[src/rtl/nes_gamepad_reader_pkg.sv]
// Shared types for the NES gamepad reader: FSM states
// and button bit positions used for the switch mapping.
package nes_gamepad_reader_pkg;

  typedef enum logic [2:0] {
    IDLE,
    LATCH,
    GAP,
    CLK_LO,
    CLK_HI,
    DONE
  } state_t;

  localparam int BTN_A      = 0;
  localparam int BTN_B      = 1;
  localparam int BTN_SELECT = 2;
  localparam int BTN_START  = 3;
  localparam int BTN_UP     = 4;
  localparam int BTN_DOWN   = 5;
  localparam int BTN_LEFT   = 6;
  localparam int BTN_RIGHT  = 7;

endpackage

[src/rtl/nes_gamepad_reader_sync2.sv]
// Two-flop synchronizer for the pad data line; resets high.
// Ports: clk, rst (sync, active-high), d (async in), q (synced out).
module nes_gamepad_reader_sync2 (
  input  logic clk,
  input  logic rst,
  input  logic d,
  output logic q
);

  logic meta;

  always_ff @(posedge clk) begin
    if (rst) begin
      meta <= 1'b1;
      q    <= 1'b1;
    end else begin
      meta <= d;
      q    <= meta;
    end
  end

endmodule

[src/rtl/nes_gamepad_reader.sv]
// NES pad reader: drives latch/clock, shifts in 8 buttons LSB-first,
// publishes an active-high byte with a one-cycle strobe.
// Ports: clk24, rst (sync, active-high), pad_latch, pad_clk,
//   pad_data (async, active-low), gamepad_data[7:0], gamepad_ena.
// Option: PAD_FILTER_EN -- update only when two polls agree.
module nes_gamepad_reader
  import nes_gamepad_reader_pkg::*;
#(
  parameter int HALF_CYCLES = 144,
  parameter int POLL_CYCLES = 400000
) (
  input  logic       clk24,
  input  logic       rst,
  output logic       pad_latch,
  output logic       pad_clk,
  input  logic       pad_data,
  output logic [7:0] gamepad_data,
  output logic       gamepad_ena
);

  localparam int PHW = $clog2(2 * HALF_CYCLES);
  localparam int PLW = $clog2(POLL_CYCLES);

  localparam logic [PHW-1:0] LATCH_END =
    PHW'(2 * HALF_CYCLES - 1);
  localparam logic [PHW-1:0] HALF_END =
    PHW'(HALF_CYCLES - 1);
  localparam logic [PLW-1:0] POLL_MAX =
    PLW'(POLL_CYCLES - 1);

  state_t           state;
  state_t           state_nxt;
  logic [PHW-1:0]   phase;
  logic [2:0]       bit_cnt;
  logic [PLW-1:0]   poll_cnt;
  logic [7:0]       shreg;
  logic [7:0]       poll_word;
  logic             take;
  logic             publish;
  logic             pad_sync;
  logic             sample;
`ifdef PAD_FILTER_EN
  logic [7:0]       prev_word;
`endif

  nes_gamepad_reader_sync2 u_sync2 (
    .clk (clk24),
    .rst (rst),
    .d   (pad_data),
    .q   (pad_sync)
  );

  assign sample = ~pad_sync;

  always_comb begin
    state_nxt = state;
    take      = 1'b0;
    unique case (state)
      IDLE: begin
        if (poll_cnt == '0) state_nxt = LATCH;
      end
      LATCH: begin
        if (phase == LATCH_END) state_nxt = GAP;
      end
      GAP: begin
        if (phase == HALF_END) begin
          take      = 1'b1;
          state_nxt = CLK_LO;
        end
      end
      CLK_LO: begin
        if (phase == HALF_END) state_nxt = CLK_HI;
      end
      CLK_HI: begin
        if (phase == HALF_END) begin
          take      = 1'b1;
          state_nxt = (bit_cnt == 3'd7) ? DONE : CLK_LO;
        end
      end
      DONE: begin
        state_nxt = IDLE;
      end
      default: begin
        state_nxt = IDLE;
      end
    endcase
  end

  // The last bit lands in the same edge that enters DONE, so the
  // published word merges the live sample with the shift register.
  always_comb begin
    poll_word          = shreg;
    poll_word[bit_cnt] = sample;
  end

  assign publish = take && (state == CLK_HI) &&
                   (bit_cnt == 3'd7);

  assign pad_latch = (state == LATCH);
  assign pad_clk   = (state != CLK_LO);

  always_ff @(posedge clk24) begin
    if (rst) begin
      state        <= IDLE;
      phase        <= '0;
      bit_cnt      <= 3'd0;
      poll_cnt     <= '0;
      shreg        <= 8'h00;
      gamepad_data <= 8'h00;
      gamepad_ena  <= 1'b0;
`ifdef PAD_FILTER_EN
      prev_word    <= 8'h00;
`endif
    end else begin
      state <= state_nxt;
      if (state_nxt != state || state == IDLE)
        phase <= '0;
      else
        phase <= phase + 1'b1;
      if (poll_cnt == POLL_MAX)
        poll_cnt <= '0;
      else
        poll_cnt <= poll_cnt + 1'b1;
      gamepad_ena <= publish;
      if (take) begin
        shreg   <= poll_word;
        bit_cnt <= bit_cnt + 3'd1;
      end
`ifdef PAD_FILTER_EN
      if (publish) begin
        prev_word <= poll_word;
        if (poll_word == prev_word)
          gamepad_data <= poll_word;
      end
`else
      if (publish)
        gamepad_data <= poll_word;
`endif
    end
  end

endmodule

[config.mk]
export PLATFORM = sky130hd
export DESIGN_NAME = nes_gamepad_reader
export DESIGN_NICKNAME = d
export VERILOG_FILES = /design/src/rtl/nes_gamepad_reader_pkg.sv /design/src/rtl/nes_gamepad_reader_sync2.sv /design/src/rtl/nes_gamepad_reader.sv
export SDC_FILE = /design/constraint.sdc
export NUM_CORES = 1
export LEC_CHECK = 0
export ABC_AREA = 1
export BUFFER_PORTS_ARGS = -buffer_cell sky130_fd_sc_hd__clkbuf_2
export CAP_MARGIN = 0
export CORE_MARGIN = 2
export CORE_UTILIZATION = 42
export CTS_CLUSTER_SIZE = 14
export DETAILED_ROUTE_END_ITERATION = 8
export PLACE_DENSITY = 0.67
export SKIP_LAST_GASP = 1
export SLEW_MARGIN = 20
export SYNTH_ARGS = -nofsm -noshare
export SYNTH_HDL_FRONTEND = slang
export SYNTH_HIERARCHICAL = 1
export SYNTH_SLANG_ARGS = --single-unit
[constraint.sdc]
create_clock -name clk24 -period 2.1 [get_ports clk24]
set_clock_uncertainty 0.2 [all_clocks]
set_input_delay 0.42 -clock clk24 [delete_from_list [all_inputs] [get_ports clk24]]
set_output_delay 0.42 -clock clk24 [all_outputs]
set_load 0.05 [all_outputs]
==> run_summary.xml, run 1 <==
<?xml version="1.0" encoding="UTF-8"?>
<metrics>
  <group name="worst_setup_path">
    <metric name="worst_ep_arrival_time" unit="ns">1.33</metric>
    <metric name="timing.critical_path.to_type" unit="">output port</metric>
    <metric name="worstPathRequired" unit="ns">1.48</metric>
    <metric name="critPathLaunchType" unit="">flip-flop</metric>
    <metric name="path_class" unit="">flip-flop to output port</metric>
    <metric name="crit_fanout" unit="">4</metric>
    <metric name="timing.critical_path.slowest_stage_cell" unit="">sky130_fd_sc_hd__dfxtp_2</metric>
    <metric name="r2r_start" unit="">phase[0]</metric>
    <metric name="cp_common_cell" unit="">sky130_fd_sc_hd__inv_1</metric>
    <metric name="rr_worst_depth" unit="">11</metric>
    <metric name="crit_path_cell_trace" unit="">inv_1, nor3_4, inv_1, clkbuf_2</metric>
    <metric name="critPathTopFamily" unit="">buffers and inverters</metric>
    <metric name="cp.buffers_inverters" unit="">3</metric>
    <metric name="crit_path_max_incr_delay" unit="ns">0.39</metric>
    <metric name="terminus_of_the_critical_flop_to_flop_path" unit="">phase[2]</metric>
    <metric name="r2r_slack" unit="ns">0.19</metric>
    <metric name="cp.depth" unit="">4</metric>
  </group>
  <group name="timing">
    <metric name="grt_setup_unrepaired" unit="">no</metric>
    <metric name="final.period_utilization" unit="%">93.09</metric>
    <metric name="maxClockFrequency" unit="MHz">511.5</metric>
    <metric name="timing.final.ws_setup" unit="ns">0.1451</metric>
    <metric name="setup_total_negative_slack" unit="ns">0</metric>
    <metric name="final_hold_viol_count" unit="">0</metric>
    <metric name="hold-worst-slack" unit="ns">0.1017</metric>
    <metric name="setup-violations-final" unit="">0</metric>
    <metric name="worst_slew_pin_slew" unit="ns">0.4971</metric>
    <metric name="final_slew_viol_count" unit="">0</metric>
    <metric name="timing.slew.headroom" unit="%">66.86</metric>
    <metric name="period_needed" unit="ns">1.955</metric>
  </group>
  <group name="hold_path">
    <metric name="hold_path_startpoint" unit="">pad_data</metric>
    <metric name="whs_path_depth" unit="">3</metric>
    <metric name="hold_path_class" unit="">primary input to flip-flop</metric>
    <metric name="hold-path-endpoint" unit="">u_sync2/meta</metric>
  </group>
  <group name="detailed_routing">
    <metric name="drtPass1Iterations" unit="">4</metric>
    <metric name="drtAntennaViolNets" unit="">0</metric>
    <metric name="post_dr_wirelength_cell" unit="um">10.66</metric>
    <metric name="route.vias.total" unit="">2217</metric>
    <metric name="detail_route.drc_violations" unit="">0</metric>
    <metric name="route.final.wire_length" unit="um">4777</metric>
    <metric name="vias_per_cell" unit="">4.949</metric>
    <metric name="drtIter0Drc" unit="">93</metric>
  </group>
  <group name="logic_synthesis">
    <metric name="synth_largest_type_area_fraction" unit="%">41.03</metric>
    <metric name="synth-edff-count" unit="">0</metric>
    <metric name="synth.top_cells.by_count" unit="">sky130_fd_sc_hd__nor2_1 (61), sky130_fd_sc_hd__dfxtp_1 (53), sky130_fd_sc_hd__nand2_1 (46), sky130_fd_sc_hd__inv_1 (39), sky130_fd_sc_hd__o21ai_0 (29)</metric>
    <metric name="synth.most_common_cell" unit="">sky130_fd_sc_hd__nor2_1</metric>
    <metric name="syn-cell-area" unit="mm^2">0.002586</metric>
    <metric name="synth_adder_area_share" unit="%">2.419</metric>
    <metric name="postSynthCellCount" unit="">353</metric>
    <metric name="synth.yosys.warnings" unit="">6</metric>
    <metric name="synth_top_family_by_area" unit="">simple AND/OR/NAND/NOR gates</metric>
    <metric name="ys.flop_type" unit="">sky130_fd_sc_hd__dfxtp_1</metric>
    <metric name="synth.avg_cell_area" unit="um^2">7.326</metric>
    <metric name="fraction_of_synthesis_flops_using_an_asynchronous_set_or_reset_pin" unit="%">0</metric>
    <metric name="synth.yosys.seq_area_share" unit="%">41.03</metric>
    <metric name="synth-xor-area-share" unit="%">3.387</metric>
    <metric name="cell_types_occupying_the_most_area_after_synthesis" unit="">sky130_fd_sc_hd__dfxtp_1 (41%), sky130_fd_sc_hd__nor2_1 (8.9%), sky130_fd_sc_hd__nand2_1 (6.7%), sky130_fd_sc_hd__inv_1 (5.7%), sky130_fd_sc_hd__o21ai_0 (5.6%)</metric>
    <metric name="synthMuxAreaShare" unit="%">0</metric>
    <metric name="synth_simple_gate_area_share" unit="%">34.78</metric>
    <metric name="postSynthRegisterBits" unit="">53</metric>
    <metric name="compound_gate_portion_of_the_synthesized_area" unit="%">10.79</metric>
    <metric name="synthDominantAreaCellType" unit="">sky130_fd_sc_hd__dfxtp_1</metric>
    <metric name="postSynthNetCount" unit="">361</metric>
    <metric name="synth.distinct_cells" unit="">32</metric>
  </group>
  <group name="final_layout">
    <metric name="layout-area-overhead-vs-synth" unit="%">10.11</metric>
    <metric name="design.final.nets" unit="">380</metric>
    <metric name="final_area" unit="mm^2">0.002848</metric>
    <metric name="post-route-util" unit="%">48.10</metric>
    <metric name="layout-drive-gt1-share" unit="%">18.77</metric>
    <metric name="antenna-diode-count" unit="">0</metric>
    <metric name="fill_cells" unit="">618</metric>
  </group>
  <group name="floorplan">
    <metric name="core_area" unit="mm^2">0.005921</metric>
    <metric name="floorplan.initialDensity" unit="%">43.68</metric>
    <metric name="die-width" unit="um">82.47</metric>
    <metric name="placement_rows" unit="">28</metric>
    <metric name="die_area" unit="mm^2">0.006801</metric>
    <metric name="number_of_primary_i_o_pins" unit="">14</metric>
    <metric name="die_h" unit="um">82.47</metric>
  </group>
  <group name="placement">
    <metric name="place_ws" unit="ns">0.1508</metric>
    <metric name="place_congestion" unit="">0.8129</metric>
    <metric name="port-buffer-count" unit="">13</metric>
    <metric name="dp.final_hpwl" unit="um">3509</metric>
    <metric name="placed_area" unit="mm^2">0.002746</metric>
  </group>
  <group name="clocking">
    <metric name="cts.htree.levels" unit="">2</metric>
    <metric name="cts_sinks" unit="">53</metric>
    <metric name="worst_skew_pair.late_latency" unit="ns">0.30</metric>
    <metric name="cts.clk_slew.worst_paths" unit="ns">0.09</metric>
    <metric name="ctsLongestPathBuffers" unit="">2</metric>
    <metric name="cts_tree" unit="">built</metric>
    <metric name="cts_buffers" unit="">5</metric>
    <metric name="cts-root-buf" unit="">sky130_fd_sc_hd__clkbuf_8</metric>
  </group>
  <group name="global_routing">
    <metric name="grt_pass1_vias" unit="">1999</metric>
    <metric name="gr-total-overflow" unit="">0</metric>
    <metric name="grt_antenna_before_repair" unit="">0</metric>
    <metric name="grt_first_pass_wirelength" unit="um">8404</metric>
    <metric name="largest_net_degree_at_the_start_of_global_routing" unit="">19</metric>
    <metric name="grt_usage" unit="%">15.78</metric>
  </group>
  <group name="power">
    <metric name="power-per-cell-area" unit="mW/mm^2">594.9</metric>
    <metric name="power.ir.vdd_worst" unit="V">0.0004150</metric>
    <metric name="total_leakage_power" unit="nW">1.115</metric>
  </group>
  <group name="run_status">
    <metric name="result_of_the_run" unit="">completed</metric>
  </group>
  <group name="flow_run">
    <metric name="max_cap_viol_count" unit="">0</metric>
  </group>
</metrics>
## cells by family after synthesis
group	after synthesis
AO/OA/AOI/OAI	53
AND/OR/NAND/NOR	182
adder cells (fa/ha/maj)	5
buffers and inverters	50
flip-flops	53
XOR/XNOR	10
## per-stage QoR
| stage | instances | power (mW) |
|---|---|---|
| floorplan | 353 | 1.141 |
| finish | 448 | 1.694 |
| CTS | 447 | 1.713 |
| global route | 448 | 1.769 |
| global placement | 439 | 1.166 |
| detailed placement | 439 | 1.167 |
## flip-flops by register name (all words and copies together) (netlist names)
name,flops
state,3
phase,9
poll_cnt,19
shreg,8
gamepad_ena,1
gamepad_data,8
u_sync2/meta,1
u_sync2/q,1
bit_cnt,3
## layout make-up
class	count	area (um^2)	share of cell area (%)
clock inverters	2	10.01	0.3515
inverters	45	168.9	5.931
flip-flops and latches	53	1065	37.39
well taps	75	93.84	3.295
clock buffers	6	72.57	2.548
multi-input cells	250	1343	47.14
repair buffers	17	95.09	3.339
## how the worst max path moves through the flow
stage / start / to / slack [ns]
floorplan: state[0] / phase[7] / 0.22
global placement: phase[0] / gamepad_data[4] / 0.16
detailed placement: phase[0] / gamepad_data[5] / 0.15
CTS: state[1] / pad_clk / 0.04
global route: poll_cnt[1] / poll_cnt[16] / 0.006
finish: state[1] / pad_clk / 0.15
## worst register-to-register path, cell delays in order, from the launching register on
cell and delay [ns]:
sky130_fd_sc_hd__dfxtp_1 0.37, sky130_fd_sc_hd__ha_2 0.22, sky130_fd_sc_hd__nand3_2 0.12, sky130_fd_sc_hd__nor2_4 0.16, sky130_fd_sc_hd__nand2_2 0.09, sky130_fd_sc_hd__nand2_2 0.08, sky130_fd_sc_hd__nand3_2 0.09, sky130_fd_sc_hd__nor2_4 0.15
sky130_fd_sc_hd__nor2_2 0.06, sky130_fd_sc_hd__nor2_4 0.09, sky130_fd_sc_hd__nand2_4 0.12, sky130_fd_sc_hd__nor2_2 0.10
## power by group
group	total (mW)	switching (mW)	internal, mW	leakage, nW
Combinational	0.114	0.0776	0.0365	0.641
Sequential	1.03	0.0140	1.02	0.429
Clock	0.550	0.318	0.232	0.0450
Total	1.69	0.410	1.28	1.12
## layer usage
metal	global-route usage [%]	vias up	part of all wire (%)
met5	0	-	0
met4	5.333	0	1.3
met3	2.935	7	3.9
met2	25.97	39	46
met1	20.73	1001	49
li1	-	1170	-
## what timing repair did
action	CTS	global route
resized for setup	0	6
hold buffers	0	0
setup buffers	0	1
endpoints found under the setup margin	0	18
## layout by cell type, fill, tap and decap left out, types with 3 or more instances in the layout
cell type,count
sky130_fd_sc_hd__dfxtp_1,50
sky130_fd_sc_hd__inv_2,6
sky130_fd_sc_hd__nor2_2,14
sky130_fd_sc_hd__buf_4,4
sky130_fd_sc_hd__nor3_1,5
sky130_fd_sc_hd__clkbuf_8,5
sky130_fd_sc_hd__inv_1,39
sky130_fd_sc_hd__nand2_2,4
sky130_fd_sc_hd__nand4_1,6
sky130_fd_sc_hd__xor2_1,7
sky130_fd_sc_hd__dfxtp_2,3
sky130_fd_sc_hd__nor2_4,6
sky130_fd_sc_hd__clkbuf_2,13
sky130_fd_sc_hd__ha_1,4
sky130_fd_sc_hd__nand3_1,26
sky130_fd_sc_hd__nand2_1,46
sky130_fd_sc_hd__xnor2_1,3
sky130_fd_sc_hd__a21oi_1,19
sky130_fd_sc_hd__nor2_1,59
sky130_fd_sc_hd__or2_2,3
sky130_fd_sc_hd__o21ai_0,29
Note: power is estimated with default switching activity, not from simulation.
==> inputs of run 2 (changes only) <==
--- a/config.mk
+++ b/config.mk
@@ -10,9 +10,11 @@
 export CAP_MARGIN = 0
 export CORE_MARGIN = 2
 export CORE_UTILIZATION = 42
+export CTS_CLUSTER_DIAMETER = 60
 export CTS_CLUSTER_SIZE = 14
 export DETAILED_ROUTE_END_ITERATION = 8
 export PLACE_DENSITY = 0.67
+export RECOVER_POWER = 50
 export SKIP_LAST_GASP = 1
 export SLEW_MARGIN = 20
 export SYNTH_ARGS = -nofsm -noshare
==> constraint.sdc (replaced) <==
create_clock -name clk24 -period 2.1 [get_ports clk24]
set_clock_uncertainty 0.2 [all_clocks]
set_input_delay 0.105 -clock clk24 [delete_from_list [all_inputs] [get_ports clk24]]
set_output_delay 0.105 -clock clk24 [all_outputs]
set_load 0.05 [all_outputs]
==> run_summary.xml, run 2 (synthesized netlist as in run 1, its figures left out) <==
<?xml version="1.0" encoding="UTF-8"?>
<metrics>
  <group name="detailed_routing">
    <metric name="drtAntennaViolNets" unit="">0</metric>
    <metric name="detail_route.drc_violations" unit="">0</metric>
    <metric name="route.final.wire_length" unit="um">4820</metric>
    <metric name="post_dr_wirelength_cell" unit="um">10.69</metric>
    <metric name="drtIter0Drc" unit="">93</metric>
    <metric name="route.vias.total" unit="">2227</metric>
    <metric name="drtPass1Iterations" unit="">4</metric>
    <metric name="vias_per_cell" unit="">4.938</metric>
  </group>
  <group name="final_layout">
    <metric name="regMostFlops" unit="">poll_cnt</metric>
    <metric name="antenna-diode-count" unit="">0</metric>
    <metric name="layout-area-overhead-vs-synth" unit="%">10.40</metric>
    <metric name="final_cell_mix" unit="">sky130_fd_sc_hd__nor2_1 (59), sky130_fd_sc_hd__dfxtp_1 (52), sky130_fd_sc_hd__nand2_1 (46)</metric>
    <metric name="largest_registers" unit="">poll_cnt x19, phase x9</metric>
    <metric name="design.final.nets" unit="">383</metric>
    <metric name="largest_register_ffs" unit="">19</metric>
    <metric name="final_area" unit="mm^2">0.002855</metric>
    <metric name="layout-drive-gt1-share" unit="%">14.89</metric>
    <metric name="instances_no_fill" unit="">451</metric>
    <metric name="layout.cells.most_common" unit="">sky130_fd_sc_hd__nor2_1</metric>
    <metric name="fill_cells" unit="">624</metric>
  </group>
  <group name="timing">
    <metric name="timing.final.ws_setup" unit="ns">0.1883</metric>
    <metric name="worst_slew_pin_slew" unit="ns">0.5944</metric>
    <metric name="setup_total_negative_slack" unit="ns">0</metric>
    <metric name="final_hold_viol_count" unit="">0</metric>
    <metric name="maxClockFrequency" unit="MHz">523.1</metric>
    <metric name="grt_setup_unrepaired" unit="">no</metric>
    <metric name="timing.slew.headroom" unit="%">60.54</metric>
    <metric name="setup-violations-final" unit="">0</metric>
    <metric name="final.period_utilization" unit="%">91.03</metric>
    <metric name="hold-worst-slack" unit="ns">0.2079</metric>
    <metric name="final_slew_viol_count" unit="">0</metric>
    <metric name="period_needed" unit="ns">1.912</metric>
  </group>
  <group name="placement">
    <metric name="dpl.cell_count" unit="">439</metric>
    <metric name="placed_area" unit="mm^2">0.002746</metric>
    <metric name="place_congestion" unit="">0.8129</metric>
    <metric name="port-buffer-count" unit="">13</metric>
    <metric name="place_ws" unit="ns">0.1508</metric>
    <metric name="dp.final_hpwl" unit="um">3509</metric>
  </group>
  <group name="worst_setup_path">
    <metric name="worstPathRequired" unit="ns">2.14</metric>
    <metric name="timing.critical_path.to_type" unit="">flip-flop</metric>
    <metric name="timing.critical_path.slowest_stage_cell" unit="">sky130_fd_sc_hd__dfxtp_1</metric>
    <metric name="worst_ep_arrival_time" unit="ns">1.95</metric>
    <metric name="crit_path_max_incr_delay" unit="ns">0.37</metric>
    <metric name="path_class" unit="">flip-flop to flip-flop</metric>
    <metric name="critPathLaunchType" unit="">flip-flop</metric>
    <metric name="cp_common_cell" unit="">sky130_fd_sc_hd__nor2_4</metric>
    <metric name="crit_fanout" unit="">9</metric>
    <metric name="crit_path_cell_trace" unit="">ha_2, nand3_2, nor2_4, nand2_2, nand2_2, nand3_2, nor2_4, nor2_2, nor2_4, nand2_4, nor2_2</metric>
    <metric name="rr_worst_depth" unit="">11</metric>
  </group>
  <group name="global_routing">
    <metric name="largest_net_degree_at_the_start_of_global_routing" unit="">19</metric>
    <metric name="grt_pass1_vias" unit="">2023</metric>
    <metric name="grt_first_pass_wirelength" unit="um">8487</metric>
    <metric name="gr-total-overflow" unit="">0</metric>
    <metric name="grt_usage" unit="%">15.94</metric>
    <metric name="grt_antenna_before_repair" unit="">0</metric>
  </group>
  <group name="clocking">
    <metric name="cts-root-buf" unit="">sky130_fd_sc_hd__clkbuf_8</metric>
    <metric name="cts_sinks" unit="">53</metric>
    <metric name="cts_tree" unit="">built</metric>
    <metric name="ctsLongestPathBuffers" unit="">2</metric>
    <metric name="cts.clk_slew.worst_paths" unit="ns">0.09</metric>
    <metric name="worst_skew_pair.late_latency" unit="ns">0.30</metric>
    <metric name="cts_buffers" unit="">5</metric>
    <metric name="cts.htree.levels" unit="">2</metric>
  </group>
  <group name="power">
    <metric name="power.ir.vdd_worst" unit="V">0.0004154</metric>
    <metric name="total_leakage_power" unit="nW">1.084</metric>
    <metric name="power-per-cell-area" unit="mW/mm^2">593.3</metric>
  </group>
  <group name="flow_run">
    <metric name="max_cap_viol_count" unit="">0</metric>
  </group>
  <group name="floorplan">
    <metric name="die_area" unit="mm^2">0.006801</metric>
    <metric name="number_of_primary_i_o_pins" unit="">14</metric>
    <metric name="floorplan.initialDensity" unit="%">43.68</metric>
    <metric name="core_area" unit="mm^2">0.005921</metric>
    <metric name="placement_rows" unit="">28</metric>
    <metric name="die_h" unit="um">82.47</metric>
    <metric name="die-width" unit="um">82.47</metric>
  </group>
  <group name="run_status">
    <metric name="result_of_the_run" unit="">completed</metric>
  </group>
  <group name="hold_path">
    <metric name="whs_path_depth" unit="">2</metric>
    <metric name="hold_path_class" unit="">flip-flop to flip-flop</metric>
  </group>
</metrics>
==> run 2: per-stage QoR <==
| stage | total power, mW | util, % |
|---|---|---|
| final | 1.694 | 48.22 |
| after global routing | 1.771 | 48.22 |
| after CTS | 1.717 | 48.29 |
| after detailed placement | 1.167 | 46.39 |
| after global placement | 1.166 | 46.39 |
| after floorplan | 1.141 | - |
==> run 2: final cells by class <==
cell class	instances	area (um^2)	share of cell area, %
clock inverter	2	10.01	0.3506
multi-input combinational	250	1343	47.02
tap	75	93.84	3.287
sequential	53	1062	37.20
timing repair buffer	20	105.1	3.681
clock buffer	6	72.57	2.542
inverter	45	168.9	5.916
==> run 2: path summary, 6_finish.rpt <==
| path | from | end | slack, ns |
|---|---|---|---|
| worst max-delay path | phase[0] | phase[2] | 0.19 |
| worst min register to register | u_sync2/meta | u_sync2/q | 0.21 |
| worst min-delay path | u_sync2/meta | u_sync2/q | 0.21 |
| worst max register to register | phase[0] | phase[2] | 0.19 |
==> run 2: what timing repair did <==
| action | CTS | global route |
|---|---|---|
| endpoints found under the setup margin | 0 | 17 |
| hold buffers | 3 | 0 |
| hold endpoints to repair | 6 | 0 |
| gates resized for setup | 0 | 4 |
| buffers inserted | 0 | 1 |
==> run 2: worst max-delay path, delay by kind of cell (launching register included) <==
| kind | cells | cell delay, ns |
|---|---|---|
| adder cells (fa/ha/maj) | 1 | 0.22 |
| AND/OR/NAND/NOR | 10 | 1.06 |
| flip-flops | 1 | 0.37 |
==> run 2: per-layer routing <==
metal  part of all wire [%]  vias up  global-route usage, %
li1                       -     1175                      -
met1                     49     1010                  20.80
met2                     46       35                  26.45
met3                    3.5        7                  2.935
met4                    1.3        0                  5.333
met5                      0        -                      0
==> run 2: report_power, final <==
part           internal, mW  switching (mW)  total [mW]
Clock                 0.232           0.317       0.548
Combinational        0.0376          0.0784       0.116
Sequential             1.02          0.0141        1.03
==> inputs of run 3 (changes only) <==
--- a/config.mk
+++ b/config.mk
@@ -15,6 +15,7 @@
 export DETAILED_ROUTE_END_ITERATION = 8
 export PLACE_DENSITY = 0.67
 export RECOVER_POWER = 50
+export REMOVE_ABC_BUFFERS = 1
 export SKIP_LAST_GASP = 1
 export SLEW_MARGIN = 20
 export SYNTH_ARGS = -nofsm -noshare
==> run_summary.xml, run 3 (synthesized netlist as in run 1, its figures left out) <==
<?xml version="1.0" encoding="UTF-8"?>
<metrics>
  <group name="timing">
    <metric name="worst_slew_pin_slew" unit="ns">0.6111</metric>
    <metric name="period_needed" unit="ns">1.947</metric>
    <metric name="final_hold_viol_count" unit="">0</metric>
    <metric name="final.period_utilization" unit="%">92.71</metric>
    <metric name="hold-worst-slack" unit="ns">0.2150</metric>
    <metric name="maxClockFrequency" unit="MHz">513.6</metric>
    <metric name="setup_total_negative_slack" unit="ns">0</metric>
    <metric name="setup-violations-final" unit="">0</metric>
    <metric name="final_slew_viol_count" unit="">0</metric>
    <metric name="timing.slew.headroom" unit="%">59.44</metric>
    <metric name="timing.final.ws_setup" unit="ns">0.1531</metric>
    <metric name="grt_setup_unrepaired" unit="">no</metric>
  </group>
  <group name="hold_path">
    <metric name="hold_path_startpoint" unit="">u_sync2/meta</metric>
    <metric name="hold-path-endpoint" unit="">u_sync2/q</metric>
    <metric name="hold_path_class" unit="">flip-flop to flip-flop</metric>
    <metric name="whs_path_depth" unit="">2</metric>
  </group>
  <group name="clocking">
    <metric name="cts-root-buf" unit="">sky130_fd_sc_hd__clkbuf_8</metric>
    <metric name="worst_skew_pair.late_latency" unit="ns">0.30</metric>
    <metric name="cts_tree" unit="">built</metric>
    <metric name="cts.clk_slew.worst_paths" unit="ns">0.09</metric>
    <metric name="cts.htree.levels" unit="">2</metric>
    <metric name="ctsLongestPathBuffers" unit="">2</metric>
    <metric name="cts_buffers" unit="">5</metric>
    <metric name="cts_sinks" unit="">53</metric>
  </group>
  <group name="placement">
    <metric name="port-buffer-count" unit="">13</metric>
    <metric name="place_ws" unit="ns">0.1772</metric>
    <metric name="dp.final_hpwl" unit="um">3466</metric>
    <metric name="dpl.cell_count" unit="">440</metric>
    <metric name="placed_area" unit="mm^2">0.002748</metric>
    <metric name="place_congestion" unit="">0.8100</metric>
  </group>
  <group name="floorplan">
    <metric name="die_area" unit="mm^2">0.006801</metric>
    <metric name="die-width" unit="um">82.47</metric>
    <metric name="number_of_primary_i_o_pins" unit="">14</metric>
    <metric name="die_h" unit="um">82.47</metric>
    <metric name="core_area" unit="mm^2">0.005921</metric>
    <metric name="placement_rows" unit="">28</metric>
    <metric name="floorplan.initialDensity" unit="%">43.68</metric>
  </group>
  <group name="power">
    <metric name="total_leakage_power" unit="nW">1.100</metric>
    <metric name="share_comb_of_total_power" unit="%">6.5</metric>
    <metric name="fin_total_pwr" unit="mW">1.768</metric>
    <metric name="power_frac_clock" unit="%">35.3</metric>
    <metric name="switching_power" unit="mW">0.4180</metric>
    <metric name="power.ir.vdd_worst" unit="V">0.0004481</metric>
    <metric name="power-per-cell-area" unit="mW/mm^2">616.8</metric>
    <metric name="p_int" unit="mW">1.350</metric>
    <metric name="power_switching_share" unit="%">23.64</metric>
    <metric name="pwr-share-seq" unit="%">58.2</metric>
  </group>
  <group name="final_layout">
    <metric name="regMostFlops" unit="">poll_cnt</metric>
    <metric name="layout-drive-gt1-share" unit="%">14.10</metric>
    <metric name="antenna-diode-count" unit="">0</metric>
    <metric name="layout.cells.most_common" unit="">sky130_fd_sc_hd__nor2_1</metric>
    <metric name="layout-area-overhead-vs-synth" unit="%">10.84</metric>
    <metric name="post-route-util" unit="%">48.42</metric>
    <metric name="fill_cells" unit="">597</metric>
    <metric name="instances_no_fill" unit="">451</metric>
    <metric name="largest_registers" unit="">poll_cnt x19, phase x9</metric>
    <metric name="design.final.nets" unit="">383</metric>
    <metric name="final_area" unit="mm^2">0.002867</metric>
    <metric name="final_cell_mix" unit="">sky130_fd_sc_hd__nor2_1 (61), sky130_fd_sc_hd__dfxtp_1 (53), sky130_fd_sc_hd__nand2_1 (46)</metric>
    <metric name="largest_register_ffs" unit="">19</metric>
  </group>
  <group name="worst_setup_path">
    <metric name="timing.critical_path.to_type" unit="">flip-flop</metric>
    <metric name="terminus_of_the_critical_flop_to_flop_path" unit="">poll_cnt[2]</metric>
    <metric name="critPathLaunchType" unit="">flip-flop</metric>
    <metric name="r2r_slack" unit="ns">0.15</metric>
    <metric name="r2r_start" unit="">poll_cnt[1]</metric>
    <metric name="path_class" unit="">flip-flop to flip-flop</metric>
    <metric name="rr_worst_depth" unit="">9</metric>
    <metric name="worstPathRequired" unit="ns">2.09</metric>
    <metric name="crit_fanout" unit="">18</metric>
    <metric name="worst_ep_arrival_time" unit="ns">1.93</metric>
  </group>
  <group name="global_routing">
    <metric name="grt_first_pass_wirelength" unit="um">8852</metric>
    <metric name="largest_net_degree_at_the_start_of_global_routing" unit="">19</metric>
    <metric name="grt_pass1_vias" unit="">2052</metric>
    <metric name="grt_antenna_before_repair" unit="">0</metric>
    <metric name="grt_usage" unit="%">16.78</metric>
    <metric name="gr-total-overflow" unit="">0</metric>
  </group>
  <group name="detailed_routing">
    <metric name="route.vias.total" unit="">2156</metric>
    <metric name="route.final.wire_length" unit="um">4867</metric>
    <metric name="vias_per_cell" unit="">4.780</metric>
    <metric name="post_dr_wirelength_cell" unit="um">10.79</metric>
    <metric name="drtIter0Drc" unit="">120</metric>
    <metric name="detail_route.drc_violations" unit="">0</metric>
    <metric name="drtAntennaViolNets" unit="">0</metric>
    <metric name="drtPass1Iterations" unit="">4</metric>
  </group>
  <group name="flow_run">
    <metric name="max_cap_viol_count" unit="">0</metric>
  </group>
  <group name="run_status">
    <metric name="result_of_the_run" unit="">completed</metric>
  </group>
</metrics>
==> run 3: cell types whose count changed in the layout (fill, tap and decap cells not counted), sizes merged <==
cell	previous run	this run
clkinv	2	1
clkbuf	21	22
==> run 3: critical path: stages, from the launching register on <==
cell and delay [ns]:
sky130_fd_sc_hd__dfxtp_1 0.39, sky130_fd_sc_hd__ha_1 0.19, sky130_fd_sc_hd__nand2_1 0.07, sky130_fd_sc_hd__inv_2 0.06, sky130_fd_sc_hd__nand2_1 0.09, sky130_fd_sc_hd__nor2_4 0.16, sky130_fd_sc_hd__nand4_1 0.16, sky130_fd_sc_hd__nand2_1 0.09
sky130_fd_sc_hd__buf_2 0.34, sky130_fd_sc_hd__nor3_1 0.09
==> run 3: worst max-delay path by stage <==
stage                     start  slack [ns]     endpoint  cells after the start
finish              poll_cnt[1]        0.15  poll_cnt[2]                      9
global route           phase[0]       0.003     shreg[7]                      9
CTS                    phase[0]        0.15     shreg[7]                      9
detailed placement     phase[0]        0.18     shreg[7]                      9
global placement       phase[0]        0.23     shreg[7]                      9
floorplan              state[0]       -0.02     phase[7]                      9
==> run 3: layer usage <==
| layer | wire length (um) | track usage [%] | vias to the layer above |
|---|---|---|---|
| li1 | - | - | 1179 |
| met1 | 2603 | 22.18 | 963 |
| met2 | 2140 | 26.94 | 12 |
| met3 | 90 | 3.913 | 2 |
| met4 | 33 | 5.500 | 0 |
| met5 | 0 | 0 | - |
==> run 3: power by group through the flow <==
stage	clock network, mW	registers, mW	logic, mW
floorplan	0	1.05	0.0869
detailed placement	0	1.05	0.112
global placement	0	1.05	0.110
global route	0.690	1.03	0.127
CTS	0.648	1.03	0.116
finish	0.624	1.03	0.115
==> run 3: final cells by class <==
cell class	instances	area [um^2]	share of cell area, %
multi-input cells	250	1336	46.62
flip-flops and latches	53	1061	37.01
inverters	45	171.4	5.980
repair buffers	20	102.6	3.579
clock buffers	7	96.34	3.361
well taps	75	93.84	3.274
clock inverters	1	5.005	0.1746
==> run 3: repair_timing <==
action | 4_1_cts | 5_1_grt
setup buffers | 0 | 0
endpoints found under the setup margin | 0 | 3
hold endpoints to repair | 6 | 0
gates resized for setup | 0 | 2
hold buffers | 3 | 0
